<file path="src/rtl/metropolis_judge.sv">
// Metropolis acceptance judge: 15-step Horner-form Taylor series for exp(x), followed by a uniform-random compare.
// Define METROPOLIS_ROUND_EN to round both Q15 rescaling shifts to nearest; left undefined, they truncate toward -inf.
module metropolis_judge #(
   parameter int X_W   = 20,
   parameter int ACC_W = 24
) (
   input  logic                  clk,
   input  logic                  reset,
   input  logic                  exp_init,
   input  logic                  exp_run,
   input  logic                  exp_fin,
   input  logic [16:0]           exp_recip,
   input  logic signed [X_W-1:0] delta_x,
   input  logic [14:0]           rand_val,
   output logic                  busy,
   output logic [15:0]           exp_value,
   output logic                  judge_valid,
   output logic                  judge_accept
);

   localparam logic [1:0] ST_IDLE = 2'd0;
   localparam logic [1:0] ST_EVAL = 2'd1;
   localparam logic [1:0] ST_DONE = 2'd2;

   localparam int PX_W = X_W + 17;
   localparam int PA_W = X_W + ACC_W;

   localparam logic signed [ACC_W-1:0] ONE     = ACC_W'(32768);
   localparam logic signed [X_W-1:0]   X_FLOOR = X_W'(-131072);
`ifdef METROPOLIS_ROUND_EN
   localparam logic signed [PX_W-1:0]  X_HALF  = PX_W'(16384);
   localparam logic signed [PA_W-1:0]  A_HALF  = PA_W'(16384);
`endif

   logic [1:0]              state;
   logic signed [X_W-1:0]   x;
   logic signed [ACC_W-1:0] acc;
   logic                    stepped;

   logic signed [PX_W-1:0]  x_ext;
   logic signed [PX_W-1:0]  r_ext;
   logic signed [PX_W-1:0]  xr_adj;
   logic signed [X_W-1:0]   p;
   logic signed [PA_W-1:0]  p_ext;
   logic signed [PA_W-1:0]  a_ext;
   logic signed [PA_W-1:0]  pa_adj;
   logic signed [ACC_W-1:0] acc_step;
   logic [15:0]             result;
   logic                    unused_bits;

   assign busy = (state == ST_EVAL);

   // One Horner step: p = x/k, then acc = 1 + p*acc; |p| <= |x| so the narrow slice of the first product is exact.
   always_comb begin
      x_ext = {{17{x[X_W-1]}}, x};
      r_ext = {{X_W{1'b0}}, exp_recip};
`ifdef METROPOLIS_ROUND_EN
      xr_adj = (x_ext * r_ext) + X_HALF;
`else
      xr_adj = x_ext * r_ext;
`endif
      p     = xr_adj[X_W+14:15];
      p_ext = {{ACC_W{p[X_W-1]}}, p};
      a_ext = {{X_W{acc[ACC_W-1]}}, acc};
`ifdef METROPOLIS_ROUND_EN
      pa_adj = (p_ext * a_ext) + A_HALF;
`else
      pa_adj = p_ext * a_ext;
`endif
      acc_step = ONE + pa_adj[ACC_W+14:15];
   end

   assign unused_bits = ^{xr_adj[PX_W-1:X_W+15], xr_adj[14:0], pa_adj[PA_W-1:ACC_W+15], pa_adj[14:0]};

   // Out-of-range x values bypass the series; otherwise clamp the accumulator into 0..1.0.
   always_comb begin
      result = 16'd0;
      if (!x[X_W-1]) begin
         result = 16'h8000;
      end else if (x <= X_FLOOR) begin
         result = 16'd0;
      end else if (acc[ACC_W-1]) begin
         result = 16'd0;
      end else if (acc > ONE) begin
         result = 16'h8000;
      end else begin
         result = acc[15:0];
      end
   end

   // The verdict uses the held result before any same-cycle init restarts the evaluation.
   always_ff @(posedge clk) begin
      if (reset) begin
         state        <= ST_IDLE;
         x            <= '0;
         acc          <= '0;
         stepped      <= 1'b0;
         exp_value    <= '0;
         judge_valid  <= 1'b0;
         judge_accept <= 1'b0;
      end else begin
         judge_valid <= 1'b0;
         if ((state == ST_DONE) && exp_fin) begin
            judge_valid  <= 1'b1;
            judge_accept <= ({1'b0, rand_val} < exp_value);
         end
         if (exp_init) begin
            x       <= delta_x;
            acc     <= ONE;
            stepped <= 1'b0;
            state   <= ST_EVAL;
         end else begin
            case (state)
               ST_EVAL: begin
                  if (exp_run) begin
                     acc     <= acc_step;
                     stepped <= 1'b1;
                  end else if (stepped) begin
                     exp_value <= result;
                     state     <= ST_DONE;
                  end
               end
               ST_DONE: begin
                  if (exp_fin) begin
                     state <= ST_IDLE;
                  end
               end
               default: state <= ST_IDLE;
            endcase
         end
      end
   end

endmodule

</file>
<file path="config.mk">
export PLATFORM = sky130hd
export DESIGN_NAME = metropolis_judge
export DESIGN_NICKNAME = d
export VERILOG_FILES = /design/src/rtl/metropolis_judge.sv
export SDC_FILE = /design/constraint.sdc
export NUM_CORES = 2
export LEC_CHECK = 0
export CORE_MARGIN = 2
export CORE_UTILIZATION = 55
export DETAILED_ROUTE_END_ITERATION = 10
export GPL_ROUTABILITY_DRIVEN = 0
export HOLD_SLACK_MARGIN = 0.15
export PLACE_DENSITY = 0.75
export SLEW_MARGIN = 25
export SYNTH_ARGS = -nofsm -noshare
export SYNTH_HDL_FRONTEND = slang
export SYNTH_SLANG_ARGS = --single-unit
</file>
<file path="constraint.sdc">
create_clock -name clk -period 13.8 [get_ports clk]
set_input_delay 1.38 -clock clk [delete_from_list [all_inputs] [get_ports clk]]
set_output_delay 1.38 -clock clk [all_outputs]
set_load 0.02 [all_outputs]
</file>
After elaboration in Yosys (flattened, before gate mapping)
Index checks and enable logic that the tools add are counted.
W data, S select, Z words.
{"block": "op_classes", "div": 0, "add_sub_neg": 1, "n_reduce_logical": 9, "n_eq_ne": 8, "bitwise_logic": 2, "n_shift": 0, "multipliers": 2, "muxes": 13, "magnitude_cmp": 3}
{"op": "$mux W16", "n": 7}
{"op": "$mul A20 B24 Y39", "n": 1}
{"op": "$mul A20 B18 Y35", "n": 1}
{"op": "$add A16 B24 Y24 const A", "n": 1}
{"op": "$gt A24 B17 Y1 const B", "n": 1}
{"op": "$le A20 B18 Y1 const B", "n": 1}
{"op": "$lt A15 B16 Y1", "n": 1}
{"op": "$mux W2", "n": 3}
{"op": "$ne A3 B3 Y1 const B", "n": 2}
{"op": "$reduce_and A3 Y1", "n": 2}
{"op": "$ne A2 B2 Y1 const B", "n": 2}
{"op": "$pmux W2 S2", "n": 1}
{"op": "$reduce_and A2 Y1", "n": 2}
{"op": "$reduce_and A4 Y1", "n": 1}
{"op": "$reduce_bool A2 Y1", "n": 2}
{"op": "$ne A3 B2 Y1 const B", "n": 1}
{"op": "$eq A2 B1 Y1 const B", "n": 1}
{"op": "$eq A2 B2 Y1 const B", "n": 1}
{"op": "$mux W1", "n": 2}
{"op": "$ne A2 B1 Y1 const B", "n": 1}
{"op": "$not A1 Y1", "n": 2}
{"op": "$reduce_or A2 Y1", "n": 1}
{"op": "$logic_and A1 B1 Y1", "n": 1}
{"block": "word_totals", "output_inout_bits": 19, "memories": 0, "elab_cells": 47, "rom_bits": 0, "ramBits": 0, "reg_bits": 65, "latch_bits": 0}

Logic depth before layout (Yosys ltp)
{"block": "logic_depth", "word_depth": 6, "depth_mapped": 57, "ltp_nobuf": 54}

Least setup slack after synthesis
No wires, ideal clock.
{"block": "synth_path", "kind": "input to register", "startpoint": "input exp_recip[3]", "endpoint": "register acc[21]", "arrival_ps": 13562, "n_path_buf": 2, "path_slack_ps": 153, "path_stages": 52, "path_cell_list": "clkbuf_1 -> and2_1 -> fa_1 -> inv_1 -> fa_1 -> fa_1 -> inv_1 -> fa_1 -> fa_1 -> inv_1 -> fa_1 -> inv_1 -> ha_1 -> o211ai_1 -> a21oi_1 -> o21bai_1 -> a311oi_2 -> nor3_2 -> (+16 left out) -> inv_1 -> fa_1 -> inv_1 -> fa_1 -> fa_1 -> ha_1 -> nand2_1 -> o21ai_0 -> nor2_1 -> o31ai_1 -> nand2_1 -> o31ai_1 -> xor2_1 -> ha_1 -> nand2_1 -> or3_1 -> xnor2_1 -> a211oi_1"}
{"block": "synth_between", "elab_chain_len": 3}
{"item": "start, declared", "line_no": "12", "text": "input logic [16:0] exp_recip,"}
{"item": "$mul A20 B18 Y35", "line_no": "60", "text": "xr_adj = x_ext * r_ext;"}
{"item": "$mul A20 B24 Y39", "line_no": "68", "text": "pa_adj = p_ext * a_ext;"}
{"item": "$add A16 B24 Y24", "line_no": "70", "text": "acc_step = ONE + pa_adj[ACC_W+14:15];"}
{"item": "end signal, assigned", "line_no": "116", "text": "acc <= acc_step;"}
{"item": "end, declared", "line_no": "37", "text": "logic signed [ACC_W-1:0] acc;"}
Every way passes these cells.
A chain may end at the register's enable or synchronous reset.

Worst setup path after layout
{"block": "layout_path", "startpoint": "input exp_recip[6]", "endpoint": "register acc[21]"}
The elaborated chain is that of the path after synthesis.

==> results_tabular.tex <==
\begin{tabular}{lr}
\hline
Metric & Value \\
\hline
\multicolumn{2}{l}{\textbf{Clocking}} \\
\quad Number of clock buffers inserted by TritonCTS & 9 \\
\quad Source-to-sink clock delay at the later pin of the worst-skew pair & 0.36 ns \\
\quad Clock tree sinks & 65 \\
\quad CTS clk-pin slew, worst paths & 0.08 ns \\
\quad CTS Root Buffer Type & clkbuf\_16 \\
\quad Maximum clock insertion buffer count & 2 \\
\quad H-tree levels & 3 \\
\quad Hold Buf Count CTS & 0 \\
\quad Clock tree from TritonCTS & built \\
\multicolumn{2}{l}{\textbf{Worst setup path}} \\
\quad R2r endpoint & acc[21] \\
\quad Worst setup SP type & input pin \\
\quad Flop2flop setup slack & 0.44 ns \\
\quad Startpoint of the worst-slack reg-to-reg timing path & x[6] \\
\quad Kind of critical path & in -> reg \\
\quad Largest fanout of any net on the critical path & 8 \\
\quad Capturing instance or port of the critical path & acc[21] \\
\quad Data arrival at the endpoint of the critical path & 14.06 ns \\
\quad Required arrival time at the worst endpoint & 14.07 ns \\
\quad Delay of the slowest cell on the worst path & 0.56 ns \\
\quad Path depth of the worst reg2reg path & 56 \\
\quad Library cell contributing the largest single delay on the critical path & fa\_1 \\
\quad Worst setup EP type & register \\
\quad Crit. Startpoint & exp\_recip[6] \\
\quad Most frequent cell on the critical path & fa\_1 \\
\multicolumn{2}{l}{\textbf{STA}} \\
\quad Fmax achieved & 72.6 MHz \\
\quad Max-slew violation total from the final report & 0 \\
\quad Unrepaired setup endpoints after global routing & yes \\
\quad Post-Route Skew & 0.0156 ns \\
\quad Final-report hold violation count & 0 \\
\quad Max\_slew headroom & 0.270 \\
\quad Final worst path period share & 0.999 \\
\quad Final Hold Slack & 0.526 ns \\
\quad Shortest period the worst path allows & 13.78 ns \\
\quad Slew of the pin with the lowest slew margin & 1.09 ns \\
\quad Endpoints failing setup & 0 \\
\multicolumn{2}{l}{\textbf{Floorplanning}} \\
\quad Horizontal die dimension & 240 µm \\
\quad Row count & 86 \\
\quad I/O pin total & 76 \\
\quad Area inside the core boundary & 55,000 µm² \\
\quad Initial Util & 0.555 \\
\quad Die Outline Area & 57,400 µm² \\
\quad Height of the chip & 240 µm \\
\multicolumn{2}{l}{\textbf{Logic synthesis}} \\
\quad Average instance area after synthesis & 8.81 µm² \\
\quad Syn. warnings & 0 \\
\quad Share of synthesized cell area in full adder, half adder and majority cells & 0.584 \\
\quad Summed instance area of the synthesized netlist & 30,500 µm² \\
\quad Post-synthesis cell type count & 63 \\
\quad Number of synthesized register bits & 65 \\
\quad Post-synthesis xor/xnor area fraction & 0.0240 \\
\quad Proportion of synthesized area in mux cells & 0.00693 \\
\quad Register area share after synthesis & 0.0427 \\
\quad Syn Inst Count & 3,463 \\
\quad Main combinational cell family by area after synthesis & adder cells \\
\quad Main flop type after synthesis & dfxtp\_1 \\
\quad Post-synthesis share of cell area spent on and, or, nand and nor gates & 0.164 \\
\quad Share of synthesized registers carrying an async set or reset & 0 \\
\quad Number of flops mapped to enable cells by yosys & 0 \\
\quad Syn\_nets & 4,487 \\
\quad Area fraction in compound gates after synthesis & 0.0486 \\
\multicolumn{2}{l}{\textbf{Global routing}} \\
\quad Global route total overflow & 0 \\
\quad Number of global-route vias before repair & 26.0k \\
\quad Largest net degree at the start of global routing & 43 \\
\quad Wire length of the first global-routing pass & 134,000 µm \\
\quad Antenna violations before repair & 2 \\
\quad Global-route usage over all layers & 0.302 \\
\multicolumn{2}{l}{\textbf{Hold path}} \\
\quad Classification of the worst-slack hold path & reg -> reg \\
\multicolumn{2}{l}{\textbf{Placement}} \\
\quad Number of input and output port buffers inserted & 75 \\
\quad HPWL Detailed & 66,300 µm \\
\multicolumn{2}{l}{\textbf{Final layout}} \\
\quad Layout overhead on the synthesized area & 16.3\% \\
\quad Post-layout net count & 4,753 \\
\quad Fraction of layout cells with a size suffix above 1 & 0.142 \\
\quad Core occupancy in the finished layout & 0.645 \\
\quad Count of filler cells inserted in the layout & 4,357 \\
\multicolumn{2}{l}{\textbf{Run}} \\
\quad Maxcap violations & 0 \\
\multicolumn{2}{l}{\textbf{Outcome}} \\
\quad Run status & complete, no violations \\
\multicolumn{2}{l}{\textbf{Drt}} \\
\quad Residual DRC & 0 \\
\quad Violation count after the first detailed-routing iteration & 1,799 \\
\quad Number of iterations in the first detailed-routing pass & 5 \\
\quad Vias per cell & 5.37 \\
\quad Number of nets with antenna violations after detailed routing & 0 \\
\quad Vias & 24.1k \\
\quad Wire length after detailed routing & 81,900 µm \\
\quad Average detailed-routed wire length per instance & 18.3 µm \\
\hline
\end{tabular}
[cells in the mapped netlist (all sizes together), types with 19 or more instances]
| master | instances | area [µm²] |
|---|---|---|
| inv | 875 | 3280 |
| fa | 762 | 15300 |
| nand2 | 532 | 2000 |
| and2 | 313 | 1960 |
| ha | 205 | 2560 |
| clkbuf | 178 | 668 |
| nor2 | 106 | 398 |
| dfxtp | 65 | 1300 |
| a21oi | 62 | 314 |
| xnor2 | 62 | 543 |
| a21o | 34 | 255 |
| o21ai | 31 | 155 |
| mux2i | 20 | 200 |
| xor2 | 19 | 166 |
[area by class of cell]
type | instances | area, µm² | area share
inverters | 875 | 3280 | 0.0926
multi-input cells | 2342 | 25800 | 0.728
repair buffers | 436 | 3820 | 0.108
well taps | 748 | 936 | 0.0264
clock inverters | 7 | 80.1 | 0.00226
flip-flops and latches | 65 | 1300 | 0.0367
clock buffers | 9 | 225 | 0.00635
diodes | 1 | 2.50 | 0.0000705
[sequential cells by signal, summed over array words and instances (netlist names)]
signal / cells
state: 2
judge_accept: 1
judge_valid: 1
acc: 24
exp_value: 16
x: 20
stepped: 1
[worst min-delay path by stage]
stage / startpoint / end / depth (start not counted)
after floorplan: stepped / stepped / 2
after global placement: stepped / stepped / 2
after detailed placement: stepped / stepped / 2
after CTS: stepped / stepped / 2
after global routing: judge_accept / judge_accept / 2
final: state[0] / state[1] / 2
[critical path: cells and delay by family]
family          cells  cell delay [ns]
xor+xnor            3             0.48
buf+inv            17             1.88
simple gates       12             1.59
fa+ha+maj          15             6.86
compound gates      9             1.89
[per-stage QoR]
step	area [µm²]	std cells	setup WS (ns)	TNS (ns)
floorplan	30500	3463	0.153	0
global placement	34200	4431	-0.692	-5.28
CTS	35000	4471	-0.0572	-0.0572
global route	35500	4482	-0.458	-1.94
finish	35500	4483	0.0172	0
detailed placement	34200	4431	-0.930	-8.73
[routing by layer]
layer	wire (µm)	track usage
met5	11	0
met2	40200	0.507
met4	3610	0.125
met1	31500	0.392
met3	6580	0.0441
[repair_timing]
item                       in CTS  in global routing
setup endpoints to repair      13                 17
pin swaps                      68                113
resized for setup              67                129
gates cloned                    3                  0
setup buffers                  22                 13
[cell families (layout without fill, tap and decap cells)]
logic type | Yosys count | count (layout)
fa+ha+maj | 967 | 967
compound gates | 219 | 219
buf+inv | 1056 | 1327
mux | 21 | 21
flops | 65 | 65
other cells | 0 | 1
simple gates | 1053 | 1053
xor+xnor | 82 | 82
[cell usage in the layout (no fill, tap or decap), drive strengths merged, types with 62 or more instances in the layout]
cell | netlist | layout
fa | 762 | 762
a21oi | 62 | 62
ha | 205 | 205
xnor2 | 62 | 62
and2 | 313 | 313
nand2 | 532 | 532
nor2 | 106 | 106
buf | 3 | 369
inv | 875 | 876
dfxtp | 65 | 65
Power is left out: the tool's default activity adds up to more than one toggle a clock period on the data nets, which glitch-free logic cannot reach.
